**src/rtl/si_tag_pkg.sv**
```systemverilog
// Shared types and helpers for the tag serializer: tag time / channel types,
// default channel count and the channel-code to enable-bit mapping.
package si_tag_pkg;

  typedef logic [63:0]        tagtime_t;  // 1/3 ps units
  typedef logic signed [5:0]  channel_t;  // +1..+N, -1..-N

  localparam int CHANNEL_COUNT_DEFAULT = 20;

  // +n maps to bit n-1, -n maps to bit channel_count+n-1; anything else is -1.
  function automatic int channel_to_enable_index(input channel_t ch, input int channel_count);
    int c;
    c = int'(ch);
    if (c >= 1 && c <= channel_count) return c - 1;
    if (c <= -1 && c >= -channel_count) return channel_count - c - 1;
    return -1;
  endfunction

endpackage

```
**src/rtl/si_tag_serializer_if.sv**
```systemverilog
// Wide tag-beat input stream and single-tag output stream of the serializer.
// slave = serializer view, master = the environment driving it.
interface si_tag_serializer_if
  import si_tag_pkg::*;
#(
  parameter int NUMBER_OF_WORDS = 4
);
  logic                             s_axis_tvalid;
  logic                             s_axis_tready;
  tagtime_t [NUMBER_OF_WORDS-1:0]   s_axis_tagtime;
  channel_t [NUMBER_OF_WORDS-1:0]   s_axis_channel;
  logic     [NUMBER_OF_WORDS-1:0]   s_axis_tkeep;

  logic                             m_axis_tvalid;
  logic                             m_axis_tready;
  tagtime_t                         m_axis_tagtime;
  channel_t                         m_axis_channel;
  logic                             m_axis_tlast;

  modport slave (
    input  s_axis_tvalid, s_axis_tagtime, s_axis_channel, s_axis_tkeep, m_axis_tready,
    output s_axis_tready, m_axis_tvalid, m_axis_tagtime, m_axis_channel, m_axis_tlast
  );

  modport master (
    output s_axis_tvalid, s_axis_tagtime, s_axis_channel, s_axis_tkeep, m_axis_tready,
    input  s_axis_tready, m_axis_tvalid, m_axis_tagtime, m_axis_channel, m_axis_tlast
  );
endinterface

```
**src/rtl/si_lowest_set_index.sv**
```systemverilog
// Priority encoder: index of the lowest set bit of i_mask, plus any-bit-set flag.
module si_lowest_set_index #(
  parameter int WIDTH = 4,
  parameter int IDX_W = (WIDTH > 1) ? $clog2(WIDTH) : 1
) (
  input  logic [WIDTH-1:0] i_mask,
  output logic [IDX_W-1:0] o_index,
  output logic             o_any
);

  always_comb begin
    // NOTE: default assignment first so no path leaves o_index unassigned (no latch).
    o_index = '0;
    for (int i = WIDTH - 1; i >= 0; i--) begin
      if (i_mask[i]) o_index = IDX_W'(i);
    end
  end

  assign o_any = |i_mask;

endmodule

```
**src/rtl/si_tag_serializer.sv**
```systemverilog
// Serializes one beat of up to NUMBER_OF_WORDS tags into single tags, lowest lane first.
// Optional channel filter enabled by defining TAG_SERIALIZER_CHANNEL_FILTER_EN.
module si_tag_serializer
  import si_tag_pkg::*;
#(
  parameter int NUMBER_OF_WORDS = 4,
  parameter int CHANNEL_COUNT   = CHANNEL_COUNT_DEFAULT
) (
  input  logic                       clk,
  input  logic                       rst,
`ifdef TAG_SERIALIZER_CHANNEL_FILTER_EN
  input  logic [2*CHANNEL_COUNT-1:0] channel_enable,
  output logic [31:0]                dropped_count,
`endif
  si_tag_serializer_if.slave         bus
);

  localparam int IDX_W = (NUMBER_OF_WORDS > 1) ? $clog2(NUMBER_OF_WORDS) : 1;

  logic     [NUMBER_OF_WORDS-1:0] r_pending;
  tagtime_t [NUMBER_OF_WORDS-1:0] r_tagtime;
  channel_t [NUMBER_OF_WORDS-1:0] r_channel;

  logic [NUMBER_OF_WORDS-1:0] w_keep;
  logic [IDX_W-1:0]           w_sel;
  logic                       w_any;
  logic                       w_onehot;
  logic                       w_in_hs;
  logic                       w_out_hs;

  si_lowest_set_index #(
    .WIDTH (NUMBER_OF_WORDS),
    .IDX_W (IDX_W)
  ) u_sel (
    .i_mask  (r_pending),
    .o_index (w_sel),
    .o_any   (w_any)
  );

  assign w_onehot = w_any && ((r_pending & (r_pending - NUMBER_OF_WORDS'(1))) == '0);

  // Accepting while the last tag leaves keeps beats back-to-back without a bubble.
  assign bus.s_axis_tready = !w_any || (w_onehot && bus.m_axis_tready);
  assign w_in_hs           = bus.s_axis_tvalid && bus.s_axis_tready;
  assign w_out_hs          = w_any && bus.m_axis_tready;

  assign bus.m_axis_tvalid  = w_any;
  assign bus.m_axis_tlast   = w_onehot;
  assign bus.m_axis_tagtime = w_any ? r_tagtime[w_sel] : '0;
  assign bus.m_axis_channel = w_any ? r_channel[w_sel] : '0;

`ifdef TAG_SERIALIZER_CHANNEL_FILTER_EN
  logic [NUMBER_OF_WORDS-1:0] w_drop;
  logic [32:0]                w_drop_sum;
  logic [31:0]                r_dropped;

  always_comb begin
    int                       idx;
    logic [2*CHANNEL_COUNT-1:0] en_sh;
    w_keep = '0;
    idx    = -1;
    en_sh  = '0;
    for (int i = 0; i < NUMBER_OF_WORDS; i++) begin
      idx       = channel_to_enable_index(bus.s_axis_channel[i], CHANNEL_COUNT);
      en_sh     = (idx >= 0) ? (channel_enable >> idx) : '0;
      w_keep[i] = bus.s_axis_tkeep[i] && en_sh[0];
    end
  end

  assign w_drop     = bus.s_axis_tkeep & ~w_keep;
  assign w_drop_sum = {1'b0, r_dropped} + 33'($countones(w_drop));

  always_ff @(posedge clk or negedge rst) begin
    if (!rst) begin
      r_dropped <= '0;
    end else if (w_in_hs) begin
      r_dropped <= w_drop_sum[32] ? 32'hFFFF_FFFF : w_drop_sum[31:0];
    end
  end

  assign dropped_count = r_dropped;
`else
  assign w_keep = bus.s_axis_tkeep;
`endif

  always_ff @(posedge clk or negedge rst) begin
    if (!rst) begin
      // NOTE: data registers are reset too, so nothing stale can reach the outputs.
      r_pending <= '0;
      r_tagtime <= '0;
      r_channel <= '0;
    end else if (w_in_hs) begin
      // NOTE: non-blocking updates; a new beat overrides the clear of the last tag.
      r_pending <= w_keep;
      r_tagtime <= bus.s_axis_tagtime;
      r_channel <= bus.s_axis_channel;
    end else if (w_out_hs) begin
      r_pending[w_sel] <= 1'b0;
    end
  end

endmodule

```
**src/flat_wrapper.sv**
```systemverilog
// flat-port wrapper written by rule: the top's interface ports become plain ports
module si_tag_serializer_flat import si_tag_pkg::*;
#(
  parameter int NUMBER_OF_WORDS = 4,
  parameter int CHANNEL_COUNT   = CHANNEL_COUNT_DEFAULT
)
  (clk, rst, bus_s_axis_tvalid, bus_s_axis_tagtime, bus_s_axis_channel, bus_s_axis_tkeep, bus_m_axis_tready, bus_s_axis_tready, bus_m_axis_tvalid, bus_m_axis_tagtime, bus_m_axis_channel, bus_m_axis_tlast);
  si_tag_serializer_if #(.NUMBER_OF_WORDS(NUMBER_OF_WORDS)) bus_i ();
  input  logic clk;
  input  logic rst;
  input wire logic [$bits(bus_i.s_axis_tvalid)-1:0] bus_s_axis_tvalid;
  input wire logic [$bits(bus_i.s_axis_tagtime)-1:0] bus_s_axis_tagtime;
  input wire logic [$bits(bus_i.s_axis_channel)-1:0] bus_s_axis_channel;
  input wire logic [$bits(bus_i.s_axis_tkeep)-1:0] bus_s_axis_tkeep;
  input wire logic [$bits(bus_i.m_axis_tready)-1:0] bus_m_axis_tready;
  output wire logic [$bits(bus_i.s_axis_tready)-1:0] bus_s_axis_tready;
  output wire logic [$bits(bus_i.m_axis_tvalid)-1:0] bus_m_axis_tvalid;
  output wire logic [$bits(bus_i.m_axis_tagtime)-1:0] bus_m_axis_tagtime;
  output wire logic [$bits(bus_i.m_axis_channel)-1:0] bus_m_axis_channel;
  output wire logic [$bits(bus_i.m_axis_tlast)-1:0] bus_m_axis_tlast;
  assign bus_i.s_axis_tvalid = bus_s_axis_tvalid;
  assign bus_i.s_axis_tagtime = bus_s_axis_tagtime;
  assign bus_i.s_axis_channel = bus_s_axis_channel;
  assign bus_i.s_axis_tkeep = bus_s_axis_tkeep;
  assign bus_i.m_axis_tready = bus_m_axis_tready;
  assign bus_s_axis_tready = bus_i.s_axis_tready;
  assign bus_m_axis_tvalid = bus_i.m_axis_tvalid;
  assign bus_m_axis_tagtime = bus_i.m_axis_tagtime;
  assign bus_m_axis_channel = bus_i.m_axis_channel;
  assign bus_m_axis_tlast = bus_i.m_axis_tlast;
  si_tag_serializer #(.NUMBER_OF_WORDS(NUMBER_OF_WORDS), .CHANNEL_COUNT(CHANNEL_COUNT)) u_core (.clk(clk), .rst(rst), .bus(bus_i));
endmodule
```
**config.mk**
```make
export PLATFORM = sky130hd
export DESIGN_NAME = si_tag_serializer_flat
export DESIGN_NICKNAME = d
export VERILOG_FILES = /design/src/rtl/si_tag_pkg.sv /design/src/rtl/si_tag_serializer_if.sv /design/src/rtl/si_lowest_set_index.sv /design/src/rtl/si_tag_serializer.sv /design/src/flat_wrapper.sv
export SDC_FILE = /design/constraint.sdc
export NUM_CORES = 1
export LEC_CHECK = 0
export ABC_AREA = 1
export BUFFER_PORTS_ARGS = -buffer_cell sky130_fd_sc_hd__buf_2
export CORE_MARGIN = 8
export CORE_UTILIZATION = 52
export DETAILED_ROUTE_END_ITERATION = 8
export PLACE_DENSITY = 0.75
export RECOVER_POWER = 25
export SYNTH_ARGS = -nofsm -noshare
export SYNTH_HDL_FRONTEND = slang
export SYNTH_SLANG_ARGS = --single-unit
```
**constraint.sdc**
```tcl
create_clock -name clk -period 2.45 [get_ports clk]
set_input_delay 0.49 -clock clk [delete_from_list [all_inputs] [get_ports clk]]
set_output_delay 0.49 -clock clk [all_outputs]
set_load 0.03 [all_outputs]
```
==> key figures <==
STA
  • Fmax: around 360 MHz
  • Measured slew at the worst slew-check pin: ~1300 ps
  • Max Slew Vio Count: 0
  • Worst Skew: 10.7 ps
  • Post-route setup slack: -295 ps
  • Tmin final: 2740 ps
  • Final setup fails: 72
  • Slew HR: 13.2%
  • Hold slack: 155 ps
  • Fin. Hold Viols: 0
  • Period utilization: 112%
  • RSZ-0062 raised after global routing: yes

Synth
  • Register area share after synthesis: 48.8%
  • Top cell type's share of synthesized area: 48.8%
  • Syn_area_per_cell: ~7.2 sq um
  • Top FF cell, synth: dfrtp_1
  • Gate Count Post-Synth: 2019
  • Dominant cells by area after synthesis: dfrtp_1 49%, nand2_1 20%, nand3_1 17%
  • FFs w/ async S/R, synth: 100%
  • Syn nets: between 2000 and 2500
  • Synthesis Warnings: 0
  • Largest area contributor in the netlist: dfrtp_1
  • Post-Syn Area: 14600 sq um
  • Distinct cells, synth: 18
  • Number of flops mapped to enable cells by yosys: 0
  • FF+latch count, synth: about 280

Detailed routing
  • Final WL: 50.6 mm
  • Initial DRC Count: 1510
  • Drc violations: 0
  • Drt first pass iters: 5
  • Vias: roughly 15000
  • Detail Route Antenna Nets: 0
  • Vias per cell: 5.44
  • Wire per inst: 18.6 um

Floorplanning
  • Die width: 183 um
  • Die Span Y: between 150 and 200 um
  • Rows: 61
  • Die Footprint: 33600 sq um
  • Initial core utilization: 52.6%
  • Io pins: 361
  • Core ar.: ~28000 sq um

Run status
  • Failing checks: setup timing
  • Status: complete, but fails checks

Clock network
  • Num CTS Buffers: 31
  • CTS max path bufs: 3
  • Clk_lat worst skew: 560 ps
  • H-tree levels: 1
  • Root Driver: clkbuf_16
  • Clk pin slew, worst setup/hold paths: 70 ps
  • CTS tree: yes
  • Total clock sinks: roughly 280

Setup path
  • Register-to-Register Setup Slack: 210 ps
  • CP cell instances: nor2_4, nor2_4, nor2_4, buf_6, clkbuf_16, nand2_1, nand3_1, a21oi_1, buf_4
  • Delay of the slowest cell on the worst path: 450 ps
  • Crit-path most repeated cell: nor2_4
  • WP data required: 1960 ps
  • Critical path buffers and inverters: 3
  • Critical path peak fanout: 7
  • Worst path arrival time: between 2000 and 2500 ps
  • Slowest CP cell: dfrtp_2
  • Crit-path leading delay family: simple AND/OR/NAND/NOR gates
  • Crit path launch type: register
  • Worst r2r src: u_core.r_pending[2]
  • R2r endpoint: u_core.r_pending[0]
  • Critical path class: reg2out
  • Worst setup EP type: output pin
  • Worst Reg-to-Reg Cells: 10

Worst hold path
  • Worst hold endpoint: u_core.r_channel[8]
  • Hold Crit Class: in2reg
  • Hold path start: bus_s_axis_channel[8]
  • Hold depth: 3

Power and ir drop
  • Cell leakage power: 10.6 nW
  • VDD IR max: 1160 uV
  • Cell Pwr Density: 1750 nW/um^2

Finish
  • Share of layout cells above drive strength 1: 26.5%
  • Most frequent cells in the layout: 734 x nand2_1, 448 x nand3_1, 292 x buf_2
  • Final nets: between 2000 and 3000
  • Area grow syn2layout: 31.1%
  • Area occupied by multi-input gates: ~6500 sq um
  • Filler Cell Count: 2303
  • Antenna cell count: 0
  • Reg area: 7110 sq um
  • Most common cell after layout, fill and taps aside: nand2_1

GRT
  • Number of global-route vias before repair: 14200
  • Global Route Usage Sum: between 20% and 30%
  • GRT Residual Overflow: 0
  • First-pass GRT wire length: 74.1 mm
  • Initial antenna violation count: 0
  • Largest net degree at the start of global routing: 116

Place
  • Port-buffer cells: 360
  • DP Wirelength: between 30 and 40 mm
  • Pre-CTS setup slack: 105 ps
  • Gp weighted congestion: 0.877

Flow run
  • Max Cap Viol: 0
## routing by layer
metal / routed length [um] / vias up / GRT usage (%)
met1: 20300 / 7019 / 36.0
li1: - / 6923 / -
met2: 23900 / 747 / 43.6
met3: 4490 / 133 / 4.75
met4: 1910 / 0 / 9.82
met5: 0 / - / 0
## metrics by stage
step	cell area [sq um]	cells	TNS (ps)	utilization, %	total power (W)
2_1_floorplan	14600	2019	0	-	0.0192
3_3_place_gp	16600	2639	0	60.1	0.0235
3_5_place_dp	16600	2639	0	60.1	0.0238
4_1_cts	18200	2710	-14840	65.7	0.0305
5_1_grt	19100	2724	-21430	68.9	0.0354
6_report	19100	2724	-15930	68.9	0.0335
## logic make-up after synthesis
| logic type | count (synthesis) | synth area share, % |
|---|---|---|
| buffers and inverters | 370 | 10.9 |
| AOI/OAI and AO/OA | 77 | 2.67 |
| and+or+nand+nor | 1288 | 37.6 |
| DFF | 284 | 48.8 |
## final cells by class
| type | instances | share of cell area, % |
|---|---|---|
| Sequential cell | 284 | 37.2 |
| Inverter | 219 | 4.37 |
| Multi-Input combinational cell | 1366 | 34.1 |
| Clock inverter | 12 | 0.865 |
| Timing Repair Buffer | 418 | 16.1 |
| Clock buffer | 45 | 4.76 |
| Tap cell | 378 | 2.48 |
| Timing Repair inverter | 2 | 0.0786 |
## flip-flops by register name, indices dropped and copies added (netlist names)
name,count
u_core.r_tagtime,256
u_core.r_pending,4
u_core.r_channel,24
## what timing repair did
item,4_1_cts,5_1_grt
setup endpoints to repair,72,72
hold buffers,1,0
gates resized for setup,85,197
setup buffers,6,7
pin swaps,4,10
hold endpoints to repair,44,0
gates cloned,7,8
## worst max path at each step
stage | from | end | slack [ps] | depth (start not counted)
2_1_floorplan | u_core.r_pending[2] | bus_m_axis_tagtime[24] | 270 | 7
3_3_place_gp | u_core.r_pending[0] | bus_m_axis_tagtime[50] | 110 | 9
3_5_place_dp | u_core.r_pending[0] | bus_m_axis_tagtime[50] | 110 | 9
4_1_cts | u_core.r_pending[2] | bus_m_axis_channel[5] | -240 | 9
5_1_grt | u_core.r_pending[2] | bus_m_axis_tagtime[21] | -370 | 9
6_report | u_core.r_pending[2] | bus_m_axis_tagtime[21] | -290 | 9
## synthesized netlist by cell type (2+ instances only)
cell type	count
nand2_1	782
nand3_1	495
dfrtp_1	284
inv_1	216
a21oi_1	71
clkbuf_1	67
buf_2	51
buf_4	15
buf_6	11
buf_1	7
nor2_1	5
o21ai_0	5
inv_2	3
nand2_2	2
nand2_4	2
## worst register-to-register path: cells and delay by family (launching register included)
| kind | cells | cell delay [ps] |
|---|---|---|
| AOI/OAI and AO/OA | 1 | 150 |
| buffers and inverters | 4 | 810 |
| DFF | 1 | 450 |
| and+or+nand+nor | 5 | 740 |
## power breakdown
group	total [W]	switching, W	internal [W]
Clock	0.00490	0.00193	0.00297
Combinational	0.0203	0.0130	0.00729
Sequential	0.00823	0.00128	0.00695
Power figures use the tool's default switching activity.
